==> src/rtl/prefix_add_pkg.sv <==
// Shared definitions for the parallel-prefix adder stages.
// Carry recovery from group generate/propagate is shared by every stage that needs it.
package prefix_add_pkg;

  localparam int DEFAULT_WIDTH = 6;
  localparam int MAX_WIDTH     = 64;

  // Returns c[MAX_WIDTH:0]; callers keep only the low WIDTH+1 bits they use.
  function automatic logic [MAX_WIDTH:0] carry_from_prefix(
    input logic [MAX_WIDTH:1] G,
    input logic [MAX_WIDTH:1] P,
    input logic               cin
  );
    logic [MAX_WIDTH:0] c;
    c[0] = cin;
    for (int i = 1; i <= MAX_WIDTH; i++) begin
      c[i] = G[i] | (P[i] & cin);
    end
    return c;
  endfunction

endpackage

==> src/rtl/prefix_sum_pipe_if.sv <==
// Handshake and data bundle between the prefix network, the sum pipe and its consumer.
// With PREFIX_SUM_OVF_EN defined the bundle also carries the signed-overflow flag.
interface prefix_sum_pipe_if #(
  parameter int WIDTH = prefix_add_pkg::DEFAULT_WIDTH
);

  logic             in_valid;
  logic             in_ready;
  logic [WIDTH:1]   p_in;
  logic [WIDTH:1]   P_in;
  logic [WIDTH:1]   G_in;
  logic             cin;
  logic             out_valid;
  logic             out_ready;
  logic [WIDTH:1]   sum;
  logic             cout;
`ifdef PREFIX_SUM_OVF_EN
  logic             ovf;

  modport master (
    output in_valid, p_in, P_in, G_in, cin, out_ready,
    input  in_ready, out_valid, sum, cout, ovf
  );

  modport slave (
    input  in_valid, p_in, P_in, G_in, cin, out_ready,
    output in_ready, out_valid, sum, cout, ovf
  );
`else
  modport master (
    output in_valid, p_in, P_in, G_in, cin, out_ready,
    input  in_ready, out_valid, sum, cout
  );

  modport slave (
    input  in_valid, p_in, P_in, G_in, cin, out_ready,
    output in_ready, out_valid, sum, cout
  );
`endif

endinterface

==> src/rtl/prefix_pipe_reg.sv <==
// One elastic pipeline slot: data register plus valid bit, loaded when adv is high.
// Data only loads on a valid beat so a bubble leaves the last result in place.
module prefix_pipe_reg #(
  parameter int DW = 8
) (
  input  logic          clk,
  input  logic          rst,
  input  logic          adv,
  input  logic          valid_d,
  input  logic [DW-1:0] data_d,
  output logic          valid_q,
  output logic [DW-1:0] data_q
);

  always_ff @(posedge clk or posedge rst) begin
    if (rst) begin
      valid_q <= 1'b0;
      data_q  <= '0;
    end else if (adv) begin
      valid_q <= valid_d;
      if (valid_d) begin
        data_q <= data_d;
      end
    end
  end

endmodule

==> src/rtl/prefix_sum_pipe.sv <==
// Final stage of a parallel-prefix add: two-slot elastic pipe producing sum/cout.
// Define PREFIX_SUM_OVF_EN to also register the two's-complement overflow flag.
module prefix_sum_pipe
  import prefix_add_pkg::*;
#(
  parameter int WIDTH = DEFAULT_WIDTH
) (
  input  logic              clk,
  input  logic              rst,
  prefix_sum_pipe_if.slave  bus
);

  localparam int S1_DW = 3 * WIDTH + 1;
`ifdef PREFIX_SUM_OVF_EN
  localparam int S2_DW = WIDTH + 2;
`else
  localparam int S2_DW = WIDTH + 1;
`endif

  logic             s1_valid;
  logic             s2_valid;
  logic             s1_adv;
  logic             s2_adv;

  logic [S1_DW-1:0] s1_d;
  logic [S1_DW-1:0] s1_q;
  logic [WIDTH:1]   s1_p;
  logic [WIDTH:1]   s1_gp;
  logic [WIDTH:1]   s1_gg;
  logic             s1_cin;

  logic [MAX_WIDTH:1] gp_ext;
  logic [MAX_WIDTH:1] gg_ext;
  logic [MAX_WIDTH:0] c_full;
  logic [WIDTH:0]     c;
  logic [WIDTH:1]     sum_d;
  logic               c_unused;

  logic [S2_DW-1:0] s2_d;
  logic [S2_DW-1:0] s2_q;

  // Ready depends only on registered valids, never on in_valid.
  assign s2_adv       = !s2_valid || bus.out_ready;
  assign s1_adv       = !s1_valid || s2_adv;
  assign bus.in_ready = s1_adv;

  assign s1_d = {bus.p_in, bus.P_in, bus.G_in, bus.cin};
  assign {s1_p, s1_gp, s1_gg, s1_cin} = s1_q;

  prefix_pipe_reg #(.DW(S1_DW)) u_s1 (
    .clk     (clk),
    .rst     (rst),
    .adv     (s1_adv),
    .valid_d (bus.in_valid),
    .data_d  (s1_d),
    .valid_q (s1_valid),
    .data_q  (s1_q)
  );

  always_comb begin
    gp_ext = '0;
    gg_ext = '0;
    gp_ext[WIDTH:1] = s1_gp;
    gg_ext[WIDTH:1] = s1_gg;
    c_full = carry_from_prefix(gg_ext, gp_ext, s1_cin);
    c      = c_full[WIDTH:0];
    sum_d  = '0;
    for (int i = 1; i <= WIDTH; i++) begin
      sum_d[i] = s1_p[i] ^ c[i-1];
    end
  end

  // Carries above WIDTH are always zero here; fold them so nothing is left dangling.
  assign c_unused = ^c_full;

`ifdef PREFIX_SUM_OVF_EN
  assign s2_d = {sum_d, c[WIDTH], c[WIDTH] ^ c[WIDTH-1]};
`else
  assign s2_d = {sum_d, c[WIDTH]};
`endif

  prefix_pipe_reg #(.DW(S2_DW)) u_s2 (
    .clk     (clk),
    .rst     (rst),
    .adv     (s2_adv),
    .valid_d (s1_valid),
    .data_d  (s2_d),
    .valid_q (s2_valid),
    .data_q  (s2_q)
  );

  assign bus.out_valid = s2_valid;
`ifdef PREFIX_SUM_OVF_EN
  assign {bus.sum, bus.cout, bus.ovf} = s2_q;
`else
  assign {bus.sum, bus.cout} = s2_q;
`endif

endmodule
==> src/flat_wrapper.sv <==
// flat-port wrapper written by rule: the top's interface ports become plain ports
module prefix_sum_pipe_flat import prefix_add_pkg::*;
#(
  parameter int WIDTH = DEFAULT_WIDTH
)
  (clk, rst, bus_in_valid, bus_p_in, bus_P_in, bus_G_in, bus_cin, bus_out_ready, bus_in_ready, bus_out_valid, bus_sum, bus_cout);
  prefix_sum_pipe_if #(.WIDTH(WIDTH)) bus_i ();
  input  logic clk;
  input  logic rst;
  input wire logic [$bits(bus_i.in_valid)-1:0] bus_in_valid;
  input wire logic [$bits(bus_i.p_in)-1:0] bus_p_in;
  input wire logic [$bits(bus_i.P_in)-1:0] bus_P_in;
  input wire logic [$bits(bus_i.G_in)-1:0] bus_G_in;
  input wire logic [$bits(bus_i.cin)-1:0] bus_cin;
  input wire logic [$bits(bus_i.out_ready)-1:0] bus_out_ready;
  output wire logic [$bits(bus_i.in_ready)-1:0] bus_in_ready;
  output wire logic [$bits(bus_i.out_valid)-1:0] bus_out_valid;
  output wire logic [$bits(bus_i.sum)-1:0] bus_sum;
  output wire logic [$bits(bus_i.cout)-1:0] bus_cout;
  assign bus_i.in_valid = bus_in_valid;
  assign bus_i.p_in = bus_p_in;
  assign bus_i.P_in = bus_P_in;
  assign bus_i.G_in = bus_G_in;
  assign bus_i.cin = bus_cin;
  assign bus_i.out_ready = bus_out_ready;
  assign bus_in_ready = bus_i.in_ready;
  assign bus_out_valid = bus_i.out_valid;
  assign bus_sum = bus_i.sum;
  assign bus_cout = bus_i.cout;
  prefix_sum_pipe #(.WIDTH(WIDTH)) u_core (.clk(clk), .rst(rst), .bus(bus_i));
endmodule
==> config.mk <==
export PLATFORM = sky130hd
export DESIGN_NAME = prefix_sum_pipe_flat
export DESIGN_NICKNAME = d
export VERILOG_FILES = /design/src/rtl/prefix_add_pkg.sv /design/src/rtl/prefix_sum_pipe_if.sv /design/src/rtl/prefix_pipe_reg.sv /design/src/rtl/prefix_sum_pipe.sv /design/src/flat_wrapper.sv
export SDC_FILE = /design/constraint.sdc
export NUM_CORES = 1
export LEC_CHECK = 0
export ABC_CLOCK_PERIOD_IN_PS = 1400
export CORE_UTILIZATION = 42
export CTS_CLUSTER_DIAMETER = 150
export DETAILED_ROUTE_END_ITERATION = 6
export PLACE_DENSITY_LB_ADDON = 0.12
export SYNTH_ARGS = -nofsm -noshare
export SYNTH_HDL_FRONTEND = slang
export SYNTH_SLANG_ARGS = --single-unit
==> constraint.sdc <==
create_clock -name clk -period 1.4 [get_ports clk]
set_clock_uncertainty 0.15 [all_clocks]
set_input_delay 0.14 -clock clk [delete_from_list [all_inputs] [get_ports clk]]
set_output_delay 0.14 -clock clk [all_outputs]
set_load 0.01 [all_outputs]
# ---- Word-level counts from Yosys, hierarchy flattened
# Index checks and enable logic that the tools add are counted.
dict set report totals {
  ff_bits 28
  inputBits 23
}
dict set report classes {
  n_bitwise 18
  reduce_logical 6
}
# cell n
set ops {}
lappend ops {{bitwise AND 1 bit} 6}
lappend ops {{bitwise OR 1 bit} 6}
lappend ops {{XOR 1 bit} 6}
lappend ops {{AND reduction 2 bit} 2}
lappend ops {{zero test 1 bit} 2}
lappend ops {{logical OR 1 bit} 2}

# ---- Longest topological paths before layout
dict set report logic_depth {
  ltp_word 4
  ltp_mapped 4
}

# ---- Cells and area by module
# From an unflattened synthesis, not the netlist that was laid out.
dict set report unflattened {
  hier_cells 79
  area_unflattened_um2 1253.7
}
# module n_inst cells_each area_each_um2
set modules_own_cells {}
lappend modules_own_cells {{prefix_pipe_reg (u_core.u_s1)} 1 45 827.0}
lappend modules_own_cells {{prefix_pipe_reg (u_core.u_s2)} 1 19 297.8}
lappend modules_own_cells {prefix_sum_pipe 1 15 128.9}

# ---- Least setup slack after synthesis
# No wires, ideal clock.
dict set report synth_timing {
  path_kind {register -> register}
  from {reg u_core.u_s2.valid_q}
  to {reg u_core.u_s1.data_q[0]}
  setup_time_ps 125
  arrival_time_ps 1138
  required_ps 1125
  setup_slack_ps -13
  stages_incl_launch_ff 5
  cell_sequence {dfrtp_1 -> nand3b_4 -> nand2_8 -> buf_12 -> mux2_4}
}
dict set report synth_via {
  elab_chain_len 4
}
# item line_no
set synth_rtl {}
lappend synth_rtl {{start, declared} prefix_pipe_reg.sv:11} ;# output logic valid_q,
lappend synth_rtl {{start signal, assigned} prefix_pipe_reg.sv:20} ;# valid_q <= valid_d;
lappend synth_rtl {{zero test 1 bit} prefix_sum_pipe.sv:43} ;# assign s2_adv = !s2_valid || bus.out_ready;
lappend synth_rtl {{logical OR 1 bit} prefix_sum_pipe.sv:43}
lappend synth_rtl {{logical OR 1 bit} prefix_sum_pipe.sv:44} ;# assign s1_adv = !s1_valid || s2_adv;
lappend synth_rtl {{net bus_in_ready} flat_wrapper.sv:16} ;# output wire logic [$bits(bus_i.in_ready)-1:0] bus_in_ready;
lappend synth_rtl {{AND reduction 2 bit (no line)} --}
lappend synth_rtl {{end signal, assigned} prefix_pipe_reg.sv:22} ;# data_q <= data_d;
lappend synth_rtl {{end, declared} prefix_pipe_reg.sv:12} ;# output logic [DW-1:0] data_q
# The timed path passes the listed nets, and every way through them passes these cells.
# A chain may end at the register's enable or synchronous reset.

# ---- Worst setup path in the final report
dict set report layout_timing {
  from {reg u_core.u_s2.valid_q}
  to {reg u_core.u_s1.data_q[8]}
}
dict set report layout_via {
  elab_chain_len 4
}
# item line_no
set layout_rtl {}
lappend layout_rtl {{zero test 1 bit} prefix_sum_pipe.sv:43}
lappend layout_rtl {{logical OR 1 bit} prefix_sum_pipe.sv:43}
lappend layout_rtl {{logical OR 1 bit} prefix_sum_pipe.sv:44}
lappend layout_rtl {{AND reduction 2 bit (no line)} --}
# Every way passes these cells.

==> flow_metrics.py <==
metrics = {
    "clock_tree": {
        "clock_sinks": 28,
        "clock_latency_ns": 0.32,
        "clk_path_buf_depth": 2,
        "cts_buffers": 3,
        "cts_tree": "yes",
        "root_buffer": "clkbuf_4",
        "path_clk_slew_ns": 0.15,
        "cts.htree.levels": 1,
    },
    "status": {
        "status": "finished with violations",
        "violations": "setup timing",
    },
    "route": {
        "wl_per_cell_um": 12.95,
        "via_per_inst": 4.839,
        "drtPass1Iterations": 4,
        "wirelength_um": 1930,
        "postRouteAntennaNets": 0,
        "drt-initial-drc-count": 1,
        "drc": 0,
        "vias": 721,
    },
    "worst_setup_path": {
        "endpoint_kind": "flip-flop",
        "cp_max_fo": 19,
        "critPathCapture": "u_core.u_s1.data_q[8]",
        "cp.required_ns": 1.47,
        "r2r_cells": 4,
        "critPathBufInv": 1,
        "max_stage_delay_ns": 0.39,
        "cp_top_family": "flip-flops",
        "r2r-end": "u_core.u_s1.data_q[8]",
        "path_cells": "buf_6 -> nand3b_4 -> nand2_8 -> mux2_2",
        "rrSetupSlack_ns": -0.003,
        "r2r-start": "u_core.u_s2.valid_q",
        "worstSetupPathDepth": 4,
        "cp_slowest_cell": "dfrtp_1",
        "crit_type": "flip-flop to flip-flop",
        "worstPathArrival_ns": 1.47,
        "critical_path.startpoint": "u_core.u_s2.valid_q",
        "start_kind": "flip-flop",
    },
    "floorplanning": {
        "die_w_um": 55.56,
        "initial_utilization": 0.4407,
        "dieArea_um2": 3087,
        "core_um2": 2734,
        "die_h_um": 55.56,
        "rows": 19,
        "io_pins": 32,
    },
    "synth": {
        "avgSynthCellArea_um2": 15.85,
        "synth_cell_types": 14,
        "netlist_area_um2": 1205,
        "syn_inst": 76,
        "synth_seq_cells": 28,
        "ys_seq_area_frac": 0.5815,
        "ys_warn_count": 0,
        "syn-num-nets": 99,
    },
    "timing": {
        "fmax_ghz": 0.7125,
        "setup_ws_ns": -0.003474,
        "period_minus_slack_ns": 1.403,
        "rsz0062_at_grt": "true",
        "final-setup-viol-count": 1,
        "whs_ns": 0.2697,
        "slew_headroom": 0.7929,
        "maxSlewViolCount": 0,
        "max_slew.worst_pin.slew_ns": 0.3106,
        "finalCritPeriodShare": 1.002,
        "hold_viol_final": 0,
    },
    "placement": {
        "place_ws_ns": -0.2209,
        "dp_hpwl_um": 1364,
        "gp_congestion": 0.6996,
        "dpl_cell_area_um2": 1579,
        "port_buffers": 31,
    },
    "power": {
        "power.internal_mw": 1.509,
        "p_per_area_nw_per_um2": 1238,
        "pwr-share-seq": 0.525,
        "fin_total_pwr_mw": 2.034,
        "clkPwrFrac": 0.190,
        "max-vdd-ir-drop_mv": 0.8417,
        "p_switching_uw": 525.1,
        "p_leak_nw": 0.7338,
        "switching_share": 0.2582,
        "combinationalPowerShare": 0.284,
    },
    "global_routing": {
        "antenna_found_initial": 0,
        "grtUsageMet2": 0.2392,
        "grt-ovfl-total": 0,
        "grt_pass1_vias": 765,
        "gr-usage-met3": 0.02108,
        "use_met1": 0.1609,
        "top_usage_layer": "met2",
        "grt_max_degree": 29,
        "grt_usage": 0.1356,
        "grt_pass1_wl_um": 3229,
    },
    "final_layout": {
        "seq_area_um2": 700.7,
        "drive_above_1_share": 0.3644,
        "fill_cells": 232,
        "layout.cells.most_common": "dfrtp_1",
        "nets": 142,
        "fin_area_um2": 1643,
        "area_growth_pct": 36.35,
        "final_cell_mix": "dfrtp_1, clkdlybuf4s50_1, mux2_2",
        "n_antenna_cell": 0,
        "multiInputGateArea_um2": 485.5,
    },
    "worst_hold_path": {
        "hp-class": "input pin to flip-flop",
    },
    "flow_run": {
        "max_cap_violations": 0,
    },
}
## worst register-to-register path: stages, from the launching register on
cell and delay [ns]:
dfrtp_1 0.39, buf_6 0.11, nand3b_4 0.10, nand2_8 0.18, mux2_2 0.37
## worst min-delay path by stage
stage                                      from                     end  cells after the start
after floorplan                             rst   u_core.u_s1.data_q[0]                      1
after global placement                      rst   u_core.u_s2.data_q[2]                      3
after detailed placement  u_core.u_s2.data_q[1]   u_core.u_s2.data_q[1]                      1
after CTS                           bus_P_in[4]  u_core.u_s1.data_q[11]                      2
after global routing                bus_P_in[4]  u_core.u_s1.data_q[11]                      2
final                               bus_p_in[5]  u_core.u_s1.data_q[18]                      2
## synthesized netlist by cell type (all sizes together)
cell	instances	area share
dfrtp	28	0.58
mux2	25	0.26
a21oi	7	0.029
xnor2	5	0.036
nand2b	3	0.016
buf	2	0.021
nand2	2	0.020
a31oi	1	0.0052
inv	1	0.0031
nand3b	1	0.017
xor2	1	0.0073
## what timing repair did
item	in CTS	in global routing
endpoints found under the setup margin	9	25
resized for setup	13	4
hold endpoints to repair	28	0
buffers inserted	3	0
hold buffers	1	0
## cells by family after synthesis
logic type	count (synthesis)	synth area share
flops	28	0.5815
mux	25	0.2648
compound gates	8	0.03427
xor+xnor	6	0.04361
simple gates	6	0.05192
buf+inv	3	0.02388
## through the flow
step                instances    TNS, ns    util
global route              149    -0.3260  0.6009
floorplan                  76          0       -
global placement          141     -3.869  0.5776
finish                    149  -0.003474  0.6009
detailed placement        141     -4.550  0.5776
CTS                       149   -0.03454  0.5977
## power by group through the flow
stage / Combinational (mW) / Sequential (mW) / Clock (mW)
2_1_floorplan: 0.315 / 1.11 / 0
3_3_place_gp: 0.622 / 1.09 / 0
3_5_place_dp: 0.630 / 1.10 / 0
4_1_cts: 0.584 / 1.07 / 0.406
5_1_grt: 0.622 / 1.10 / 0.431
6_report: 0.578 / 1.07 / 0.387
## final cells by class
| class | instances | area share |
|---|---|---|
| flip-flops and latches | 28 | 0.4265 |
| repair buffers | 40 | 0.2300 |
| clock buffers | 4 | 0.02209 |
| inverters | 1 | 0.002285 |
| well taps | 31 | 0.02361 |
| multi-input cells | 45 | 0.2955 |
## per-layer routing
layer,vias up,wire (um),part of all wire
met5,-,0,0
met4,0,15,0.0078
met3,2,73,0.038
met2,17,967,0.50
met1,357,874,0.45
li1,345,-,-
## flip-flops by register name, indices dropped and copies added (netlist names)
| name | cells |
|---|---|
| u_core.u_s1.data_q | 19 |
| u_core.u_s1.valid_q | 1 |
| u_core.u_s2.data_q | 7 |
| u_core.u_s2.valid_q | 1 |
(Power assumes the default switching activity.)
